$ cat config.mk
export PLATFORM = sky130hd
export DESIGN_NAME = qpsk_symbol_scheduler
export DESIGN_NICKNAME = d
export VERILOG_FILES = /design/src/rtl/qpsk_symbol_scheduler_pkg.sv /design/src/rtl/qpsk_dibit_fifo.sv /design/src/rtl/qpsk_symbol_scheduler.sv
export SDC_FILE = /design/constraint.sdc
export NUM_CORES = 1
export LEC_CHECK = 0
export BUFFER_PORTS_ARGS = -buffer_cell sky130_fd_sc_hd__buf_2
export CAP_MARGIN = 20
export CORE_UTILIZATION = 55
export DETAILED_ROUTE_END_ITERATION = 7
export HOLD_SLACK_MARGIN = 0.03
export PLACE_DENSITY = 0.9
export SLEW_MARGIN = 20
export SYNTH_ARGS = -nofsm -noshare
export SYNTH_HDL_FRONTEND = slang
export SYNTH_HIERARCHICAL = 1
export SYNTH_SLANG_ARGS = --single-unit
$ cat constraint.sdc
create_clock -name Clk -period 2.2 [get_ports Clk]
set_input_delay 0.44 -clock Clk [delete_from_list [all_inputs] [get_ports Clk]]
set_output_delay 0.44 -clock Clk [all_outputs]
set_load 0.01 [all_outputs]
$ cat src/rtl/qpsk_symbol_scheduler_pkg.sv
// rtl/qpsk_symbol_scheduler_pkg.sv - shared QPSK constants and scheduler state encoding
package qpsk_symbol_scheduler_pkg;

   // One full carrier period in LUT samples; the modulator LUT uses the same length.
   localparam int QPSK_SAMPLES_PER_SYM = 100;

   typedef enum logic [0:0] {
      ST_IDLE = 1'b0,
      ST_RUN  = 1'b1
   } qpsk_state_t;

endpackage

$ cat src/rtl/qpsk_dibit_fifo.sv
// rtl/qpsk_dibit_fifo.sv - 2-entry, 2-bit first-word-fall-through dibit FIFO
module qpsk_dibit_fifo (
   input  logic       clk,
   input  logic       rst_n,
   input  logic       push,
   input  logic       pop,
   input  logic [1:0] din,
   output logic [1:0] dout,
   output logic [1:0] cnt
);

   logic [1:0] mem0;   // head entry, presented on dout
   logic [1:0] mem1;
   logic       do_push;
   logic       do_pop;

   assign dout    = mem0;
   assign do_pop  = pop && (cnt != 2'd0);
   assign do_push = push && ((cnt != 2'd2) || do_pop);

   // Storage and occupancy; a simultaneous push and pop keeps the count unchanged.
   always_ff @(posedge clk or negedge rst_n) begin
      if (!rst_n) begin
         mem0 <= 2'b00;
         mem1 <= 2'b00;
         cnt  <= 2'd0;
      end else begin
         case ({do_push, do_pop})
            2'b10: begin
               if (cnt == 2'd0) mem0 <= din;
               else             mem1 <= din;
               cnt <= cnt + 2'd1;
            end
            2'b01: begin
               mem0 <= mem1;
               cnt  <= cnt - 2'd1;
            end
            2'b11: begin
               if (cnt == 2'd1) begin
                  mem0 <= din;
               end else begin
                  mem0 <= mem1;
                  mem1 <= din;
               end
            end
            default: ;
         endcase
      end
   end

endmodule

$ cat src/rtl/qpsk_symbol_scheduler.sv
// rtl/qpsk_symbol_scheduler.sv - pairs serial bits into dibits and paces them one carrier period each
module qpsk_symbol_scheduler
   import qpsk_symbol_scheduler_pkg::*;
#(
   parameter int SAMPLES_PER_SYM = QPSK_SAMPLES_PER_SYM,
   parameter int PHASE_W         = 7,
   parameter int CNT_W           = 16
) (
   input  logic               Clk,
   input  logic               Rst_n,
   input  logic               enable,
   input  logic               bit_in,
   input  logic               bit_valid,
   output logic               bit_ready,
   output logic               E,
   output logic               O,
   output logic [PHASE_W-1:0] phase_idx,
   output logic               mod_valid,
   output logic               sym_start,
   output logic               underrun,
   output logic [CNT_W-1:0]   sym_count
);

   localparam logic [PHASE_W-1:0] PHASE_LAST = PHASE_W'(SAMPLES_PER_SYM - 1);

   qpsk_state_t        state, state_nxt;
   logic               half_v, half_bit, half_v_nxt;
   logic               accept, push, pop, load;
   logic [1:0]         fifo_dout, fifo_cnt, cnt_nxt;
   logic               e_nxt, o_nxt, mod_valid_nxt, sym_start_nxt, underrun_nxt;
   logic [PHASE_W-1:0] phase_nxt;
   logic [CNT_W-1:0]   count_nxt;

   assign accept     = bit_valid && bit_ready;
   assign push       = accept && half_v;
   assign half_v_nxt = accept ? !half_v : half_v;
   assign cnt_nxt    = fifo_cnt + {1'b0, push} - {1'b0, pop};

   qpsk_dibit_fifo u_fifo (
      .clk   (Clk),
      .rst_n (Rst_n),
      .push  (push),
      .pop   (pop),
      .din   ({half_bit, bit_in}),
      .dout  (fifo_dout),
      .cnt   (fifo_cnt)
   );

   // Half-dibit holding register and registered ready (reflects post-edge occupancy).
   always_ff @(posedge Clk or negedge Rst_n) begin
      if (!Rst_n) begin
         half_v    <= 1'b0;
         half_bit  <= 1'b0;
         bit_ready <= 1'b0;
      end else begin
         if (accept && !half_v) half_bit <= bit_in;
         half_v    <= half_v_nxt;
         bit_ready <= !half_v_nxt || (cnt_nxt < 2'd2);
      end
   end

   // State register and registered modulator-facing outputs.
   always_ff @(posedge Clk or negedge Rst_n) begin
      if (!Rst_n) begin
         state     <= ST_IDLE;
         E         <= 1'b0;
         O         <= 1'b0;
         phase_idx <= '0;
         mod_valid <= 1'b0;
         sym_start <= 1'b0;
         underrun  <= 1'b0;
         sym_count <= '0;
      end else begin
         state     <= state_nxt;
         E         <= e_nxt;
         O         <= o_nxt;
         phase_idx <= phase_nxt;
         mod_valid <= mod_valid_nxt;
         sym_start <= sym_start_nxt;
         underrun  <= underrun_nxt;
         sym_count <= count_nxt;
      end
   end

   // Next state: symbols only change on period boundaries; a running symbol always completes.
   always_comb begin
      state_nxt     = state;
      load          = 1'b0;
      pop           = 1'b0;
      e_nxt         = E;
      o_nxt         = O;
      phase_nxt     = phase_idx;
      mod_valid_nxt = mod_valid;
      sym_start_nxt = 1'b0;
      underrun_nxt  = 1'b0;
      count_nxt     = sym_count;
      case (state)
         ST_IDLE: begin
            phase_nxt     = '0;
            mod_valid_nxt = 1'b0;
            if (enable && (fifo_cnt != 2'd0)) load = 1'b1;
         end
         ST_RUN: begin
            if (phase_idx == PHASE_LAST) begin
               if (enable && (fifo_cnt != 2'd0)) begin
                  load = 1'b1;
               end else begin
                  underrun_nxt  = enable;
                  state_nxt     = ST_IDLE;
                  mod_valid_nxt = 1'b0;
                  phase_nxt     = '0;
               end
            end else begin
               phase_nxt     = phase_idx + PHASE_W'(1);
               mod_valid_nxt = 1'b1;
            end
         end
      endcase
      if (load) begin
         pop           = 1'b1;
         e_nxt         = fifo_dout[1];
         o_nxt         = fifo_dout[0];
         phase_nxt     = '0;
         mod_valid_nxt = 1'b1;
         sym_start_nxt = 1'b1;
         count_nxt     = sym_count + CNT_W'(1);
         state_nxt     = ST_RUN;
      end
   end

endmodule
* After elaboration in Yosys (flattened, before gate mapping) *
Cells that the tools add are included.

operators by class
  equality and inequality tests = 10
  order comparisons = 1
  $add $sub $neg = 6
  reductions and logical operators = 17
  multiplexer cells = 26
  bitwise operators = 1

operator list
  kind                                            count
  2-to-1 mux 7 bit                                3
  adder 16 x 1 -> 16 bit (second input constant)  1
  one-hot mux 7 bit (2 select lines)              1
  2-to-1 mux 1 bit                                13
  2-to-1 mux 2 bit                                4
  one-hot mux 2 bit (2 select lines)              2
  adder 7 x 1 -> 7 bit (second input constant)    1
  == test 7 bit (second input constant)           1
  logical AND 1 bit                               6
  != test 2 bit (second input constant)           3
  one-hot mux 2 bit (3 select lines)              1
  nonzero test 2 bit                              3
  == test 2 x 1 -> 1 bit (second input constant)  2
  == test 2 bit (second input constant)           2
  != test 4 bit (second input constant)           1
  one-hot mux 1 bit (2 select lines)              2
  AND reduction 3 bit                             1
  nonzero test 3 bit                              1
  adder 2 x 1 -> 2 bit                            1
  adder 2 x 1 -> 2 bit (second input constant)    1
  logical NOT 1 bit                               2
  logical NOT 2 bit                               1
  logical OR 1 bit                                2
  < comparator 2 bit (second input constant)      1
  5 further kinds                                 5

storage, ports and cells
  input port bits = 5
  output and inout port bits = 29
  register bits after elaboration = 38
  word-level logic and storage cells = 75

* Longest topological paths before layout *
Gate-level depths: netlist of run 1.

  word-level depth = 12
  mapped depth = 9
  mapped depth without buffers = 9

* Hierarchy *
The synthesis of run 1 kept the hierarchy.

modules (own cells, without submodules)
  module                 area an instance (um2)  seq. area each (um2)  cells an instance  times used
  qpsk_symbol_scheduler  1572.8                  800.8                 129                1
  qpsk_dibit_fifo        372.9                   150.1                 37                 1

* Least setup slack after synthesis of run 1 *
Ideal clock, no wire load.

  path kind = flip-flop to flip-flop
  start point = register phase_idx[0]
  end point = register u_fifo.mem1[0]
  clock period less this slack = 1.977 ns
  data required time = 2.072 ns
  path buffers = 0
  slack = 0.223 ns
  arrival time = 1.849 ns
  stages on the path, launching flop included = 9
  library setup time = 0.128 ns
  cells stage by stage = dfrtp_1 -> ha_1 -> nand2_2 -> o31ai_4 -> nand2_4 -> inv_2 -> mux2i_1 -> nand3b_1 -> mux2_1

between the ends
  word-level cells in the longest chain between the ends = 10
  elaborated cells between the ends (all ways) = 14
  those cells by class = eq/ne (5); mux (4); reduce/logical (5)

RTL lines
  element                                                        RTL line                      source
  start, declared                                                qpsk_symbol_scheduler.sv:17   output logic [PHASE_W-1:0] phase_idx,
  start signal, assigned                                         qpsk_symbol_scheduler.sv:77   phase_idx <= phase_nxt;
  == test 7 bit *                                                qpsk_symbol_scheduler.sv:104  if (phase_idx == PHASE_LAST) begin
  2-to-1 mux 1 bit *                                             qpsk_symbol_scheduler.sv:104
  one-hot mux 1 bit (2 select lines) *                           qpsk_symbol_scheduler.sv:97   case (state)
  named net load                                                 qpsk_symbol_scheduler.sv:28   logic accept, push, pop, load;
  2-to-1 mux 1 bit *                                             qpsk_symbol_scheduler.sv:119  if (load) begin
  logical AND 1 bit *                                            qpsk_dibit_fifo.sv:18         assign do_pop = pop && (cnt != 2'd0);
  logical OR 1 bit                                               qpsk_dibit_fifo.sv:19         assign do_push = push && ((cnt != 2'd2) || do_pop);
  logical AND 1 bit                                              qpsk_dibit_fifo.sv:19
  == test 2 bit                                                  qpsk_dibit_fifo.sv:28         case ({do_push, do_pop})
  != test 2 bit (no line) or nonzero test 2 bit (tied branches)  -
  AND reduction 3 bit (no line)                                  -
  end signal, assigned                                           qpsk_dibit_fifo.sv:31         else mem1 <= din;
  end signal, assigned                                           qpsk_dibit_fifo.sv:43         mem1 <= din;
  end, declared                                                  qpsk_dibit_fifo.sv:13         logic [1:0] mem1;

Mark *: on every way through the listed nets, which the timed path passes. The rest lies on a longest branch.
A chain may end at the register's enable or synchronous reset.

* Final worst setup path of run 1 *
  start point = register phase_idx[0]
  end point = register u_fifo.mem1[1]

The elaborated chain is that of the path after synthesis.

==> results of run 1 <==
==> flip-flops by register name, summed over array words and instances, names as in the netlist, 2 cells and up <==
signal and flops:
sym_count 16, phase_idx 7, u_fifo/cnt 2, u_fifo/dout 2, u_fifo/mem1 2
==> Yosys cell counts, drive strengths merged, types with 2 or more instances <==
master / count / share of area
a21oi: 3 / 0.014
a31oi: 2 / 0.0064
and2: 3 / 0.0096
and3: 9 / 0.029
buf: 2 / 0.014
dfrtp: 38 / 0.49
ha: 8 / 0.051
inv: 7 / 0.014
mux2: 6 / 0.041
mux2i: 2 / 0.010
nand2: 9 / 0.024
nand2b: 2 / 0.010
nand3: 15 / 0.059
nand4: 8 / 0.032
nor2: 10 / 0.019
nor2b: 2 / 0.0077
nor3: 4 / 0.010
nor4: 2 / 0.0096
o21ai: 3 / 0.0077
xnor2: 21 / 0.095
xor2: 2 / 0.0090
==> kinds of logic after synthesis <==
group / synth area share
AO/OA/AOI/OAI: 0.0424
XOR/XNOR: 0.104
adder cells (fa/ha/maj): 0.0514
buffers and inverters: 0.0270
flip-flops: 0.489
multiplexers: 0.0508
AND/OR/NAND/NOR: 0.236
==> cells in the final DEF (no fill, tap or decap), types with 4 or more instances in the layout <==
cell	instances
dfrtp_1	38
buf_2	33
xnor2_1	21
nor2_1	10
and3_1	9
nand3_2	8
ha_1	8
nand3_1	7
inv_1	6
nand2_1	6
nand4_1	6
clkbuf_4	5
nor3_1	4
==> stage by stage <==
| stage | std cells | setup WS, ns | hold slack (ns) | area, µm² |
|---|---|---|---|---|
| floorplan | 166 | 0.223 | 0.144 | 1950 |
| detailed placement | 245 | 0.257 | 0.460 | 2160 |
| finish | 253 | 0.240 | 0.174 | 2220 |
| global route | 253 | 0.131 | 0.232 | 2220 |
| global placement | 245 | 0.360 | 0.454 | 2160 |
| CTS | 253 | 0.247 | 0.194 | 2220 |
==> power by group through the flow <==
stage	clock, µW	sequential (µW)	combinational (µW)
after floorplan	0	855	267
after global placement	0	868	328
after detailed placement	0	872	346
after CTS	392	856	358
after global routing	417	866	399
final	379	858	357
==> layer usage <==
metal / part of all wire / vias to the layer above / global-route usage / wire length [µm]
li1: - / 655 / - / -
met1: 0.44 / 669 / 0.241 / 1570
met2: 0.50 / 36 / 0.362 / 1760
met3: 0.039 / 7 / 0.0525 / 139
met4: 0.019 / 0 / 0.117 / 67
met5: 0 / - / 0 / 0
==> how the worst min path moves through the flow <==
stage	cells after the start	end	startpoint	slack, ns
final	1	u_fifo/cnt[1]	Rst_n	0.17
after CTS	1	sym_count[14]	Rst_n	0.19
after global placement	1	sym_count[15]	sym_count[15]	0.45
after global routing	1	sym_count[11]	Rst_n	0.23
after detailed placement	1	sym_count[15]	sym_count[15]	0.46
after floorplan	0	E	Rst_n	0.14
==> cell type report <==
type	instances	area, µm²	area share
multi-input combinational	119	942	0.425
timing repair buffer	35	180	0.0813
clock buffer	7	55.1	0.0248
clock inverter	1	5.00	0.00226
sequential	38	951	0.429
inverter	7	26.3	0.0119
tap	46	57.6	0.0260
==> worst register-to-register path: stages (launching register included) <==
cell,delay [ns]
dfrtp_1,0.40
ha_1,0.23
nand2_2,0.09
o31ai_4,0.23
nand2_4,0.12
inv_2,0.12
mux2i_1,0.20
nand3b_1,0.13
mux2_1,0.34
==> flow_summary.ini, run 1 <==
[setup_path]
required_ns = 2.44
cpPeakStageDelay_ns = 0.40
cp-end-kind = register
startpoint_type = register
cp.depth = 8
crit_family = multiplexers
crit_end = u_fifo/mem1[1]
crit_type = register to register
reg2reg_slack_ns = 0.24
cp_max_fo = 6
regToRegStartpoint = phase_idx[0]
worstSetupStartpoint = phase_idx[0]
cp_data_arrival_time_ns = 2.20
cp.buffers_inverters = 1
rr_endpoint = u_fifo/mem1[1]
cp_cell_sequence = ha_1 -> nand2_2 -> o31ai_4 -> nand2_4 -> inv_2 -> mux2i_1 -> nand3b_1 -> mux2_1
crit_path_top_delay_cell = dfrtp_1
r2r_cells = 8

[pwr]
power_uw = 1590
p_clk_frac = 0.238
peakVddDrop_mv = 0.746
pwr-share-comb = 0.224
pwr_density_cell_nw_per_um2 = 719
switching_share = 0.308
p_leak_uw = 0.00109
p_int_uw = 1100
p_seq_frac = 0.538
p_sw_uw = 491

[drt]
ant_nets = 0
drt-initial-drc-count = 63
route.detailed.drc = 0
vias = 1367
via_per_inst = 5.40
firstDrtPassIters = 4
wl_um = 3540
avgRoutedWirePerCell_um = 14.0

[clocking]
cts_tree = yes
htreeDepth = 2
postCtsHoldBufs = 0
postCtsSetupRepairBufs = 0
worstSkewPairLatency_ns = 0.35
numCtsBuffers = 5
numClockSinks = 38
postCtsResizedCells = 0
clock_path_buffers = 2
root_buffer = clkbuf_4
clkTransAtPathRegs_ns = 0.11

[global_routing]
grt_first_pass_wirelength_um = 5670
grt_pass1_vias = 1324
grt_max_degree = 39
antenna_found_initial = 0
globalRouteTotalUtil = 0.211
grt_remaining_overflow = 0

[timing]
worstMarginPinSlew_ns = 0.814
slew_headroom = 0.457
period_share = 0.891
rsz0062_at_grt = false
fmax_mhz = 510
hold_violations = 0
fin_crit_ns = 1.96
setup-violations-final = 0
fin_tns_setup_ns = 0
skew_ns = 0.0125
slew_viol_final = 0

[cells_and_area]
fin_util = 0.659
fill_cells = 281
syn_to_final_growth_pct = 14.0
drive_gt1_frac = 0.319
antenna_cells = 0
layout.nets = 219

[placement]
place_hpwl_um = 2510
port_buffers = 33
gp_congestion = 0.782

[synthesis]
syn-num-nets = 179
syn_area_per_cell_um2 = 11.7
syn_inst = 166
ys_ff_latch = 38
ys_types = 42
seq_area_frac_synth = 0.489
netlist_area_um2 = 1950
synthArstFlopShare = 1.00
ys_warn_count = 6
synth_edf_count = 0
ys.flop_type = dfrtp_1

[worst_hold_path]
hp-class = input pin to async pin

[floorplan]
dieArea_um2 = 3780
die_x_um = 61.5
die_y_um = 61.5
row_count = 21
initial_utilization = 0.578
ioPinCount = 34
fp.coreArea_um2 = 3360

[status]
status = finished clean

[job]
maxCapViolations = 0
(Power assumes the default switching activity.)
==> inputs of run 2 (changes only) <==
- CORE_UTILIZATION: 55 -> 50
- PLACE_DENSITY: 0.9 -> 0.86
- clock period: 2.2 -> 1.65 ns (I/O delays scaled with it)
==> run 2 against run 1 <==
Compared with the run above:
- the run now ends with negative setup slack left
- count of clock-buffer cells in the layout unchanged
- fmax grew 10%
- clock power rose by 73%
- cell area up 10%
- worst hold slack worse by 0.10 ns
- final cell count is 8.3% higher
- sequential power grew 28%
- largest power group unchanged
==> flow_summary.ini, run 2 (synthesized netlist as in run 1, its figures left out) <==
[status]
status = finished with violations
violations = negative setup slack

[placement]
dp.cells = 259
place_hpwl_um = 2470
port_buffers = 33
dpl_worst_slack_ns = -0.137
gp_congestion = 0.793
placed_cell_area_um2 = 2250

[clocking]
cts_tree = yes
htreeDepth = 2
numClockSinks = 38
root_buffer = clkbuf_8
numCtsBuffers = 5
clkTransAtPathRegs_ns = 0.07
worstSkewPairLatency_ns = 0.30
clock_path_buffers = 2
postCtsHoldBufs = 0

[cells_and_area]
biggestRegsByFlops = sym_count: 16 flops, phase_idx: 7 flops
layout.cells.non_filler = 274
layout.nets = 238
largest_reg_flops = 16
syn_to_final_growth_pct = 25.6
mostFrequentLayoutCells = dfrtp_1, buf_2, xnor2_1
regMostFlops = sym_count
fin_util = 0.662
layout_commonest_cell = dfrtp_1
antenna_cells = 0
fin_area_um2 = 2440
drive_gt1_frac = 0.398

[setup_path]
cp_max_fo = 3
reg2reg_slack_ns = -0.13
crit_type = register to register
cp_cell_sequence = ha_4 -> nand2_4 -> o31ai_4 -> nand2_4 -> inv_4 -> mux2i_1 -> nand3b_1 -> mux2_4
cp_common_cell = nand2_4
startpoint_type = register
cp.buffers_inverters = 1
crit_path_top_delay_cell = dfrtp_1
required_ns = 1.83
cpPeakStageDelay_ns = 0.39
crit_family = multiplexers
cp_data_arrival_time_ns = 1.96
cp-end-kind = register

[worst_hold_path]
hp-class = input pin to async pin

[drt]
avgRoutedWirePerCell_um = 13.0
vias = 1424
drt-initial-drc-count = 140
ant_nets = 0
wl_um = 3560
route.detailed.drc = 0
firstDrtPassIters = 4
via_per_inst = 5.20

[timing]
slew_viol_final = 0
setup-violations-final = 7
hold_violations = 0
fin_tns_setup_ns = -0.506
finalWorstSetupSlack_ns = -0.131
period_share = 1.08
fmax_mhz = 561
worstMarginPinSlew_ns = 0.463
fin_crit_ns = 1.78
skew_ns = 0.00472
slew_headroom = 0.691
rsz0062_at_grt = true

[floorplan]
row_count = 22
fp.coreArea_um2 = 3690
initial_utilization = 0.527
dieArea_um2 = 4140
die_y_um = 64.4
ioPinCount = 34
die_x_um = 64.4

[global_routing]
grt_pass1_vias = 1337
grt_first_pass_wirelength_um = 6090
antenna_found_initial = 0
globalRouteTotalUtil = 0.197
grt_max_degree = 39
grt_remaining_overflow = 0

[pwr]
peakVddDrop_mv = 0.671
p_leak_uw = 0.00123
pwr_density_cell_nw_per_um2 = 961

[job]
maxCapViolations = 0
[run 2: path summary, 6_finish.rpt]
kind                                     from        endpoint  depth (start not counted)
max in group asynchronous               Rst_n               O                          2
min in group Clk                       bit_in  u_fifo/mem1[0]                          2
worst max-delay path             phase_idx[0]  u_fifo/mem1[1]                          8
worst max register to register   phase_idx[0]  u_fifo/mem1[1]                          8
worst min register to register  sym_count[15]   sym_count[15]                          1
worst min-delay path                    Rst_n   sym_count[15]                          2
[run 2: metal layers]
layer / vias up / global-route usage / share of wire
li1: 695 / - / -
met1: 688 / 0.250 / 0.46
met2: 36 / 0.308 / 0.48
met3: 5 / 0.0696 / 0.049
met4: 0 / 0.0694 / 0.016
met5: - / 0 / 0
[run 2: power by group]
| part | switching (µW) | internal (µW) | total [µW] |
|---|---|---|---|
| logic | 291 | 298 | 589 |
| registers | 59.1 | 1040 | 1100 |
| clock network | 319 | 337 | 656 |
| total | 669 | 1680 | 2350 |
[run 2: final cells by class]
type / instances / area, µm²
clock buffer: 7 / 86.3
clock inverter: 1 / 5.00
fill: 299 / 1240
inverter: 7 / 28.8
multi-input combinational: 119 / 982
sequential: 38 / 951
tap: 48 / 60.1
timing repair buffer: 54 / 330
[run 2: metrics by stage]
step                      power (µW)  hold slack [ns]
after floorplan                 1490           0.0344
after global placement          1650            0.399
after detailed placement        1660            0.408
after CTS                       2340           0.0862
after global routing            2520            0.101
final                           2350           0.0718
[run 2: timing repair]
action	CTS	global route
pin swaps	5	8
buffers inserted	6	4
endpoints found under the setup margin	7	17
resized for setup	7	4
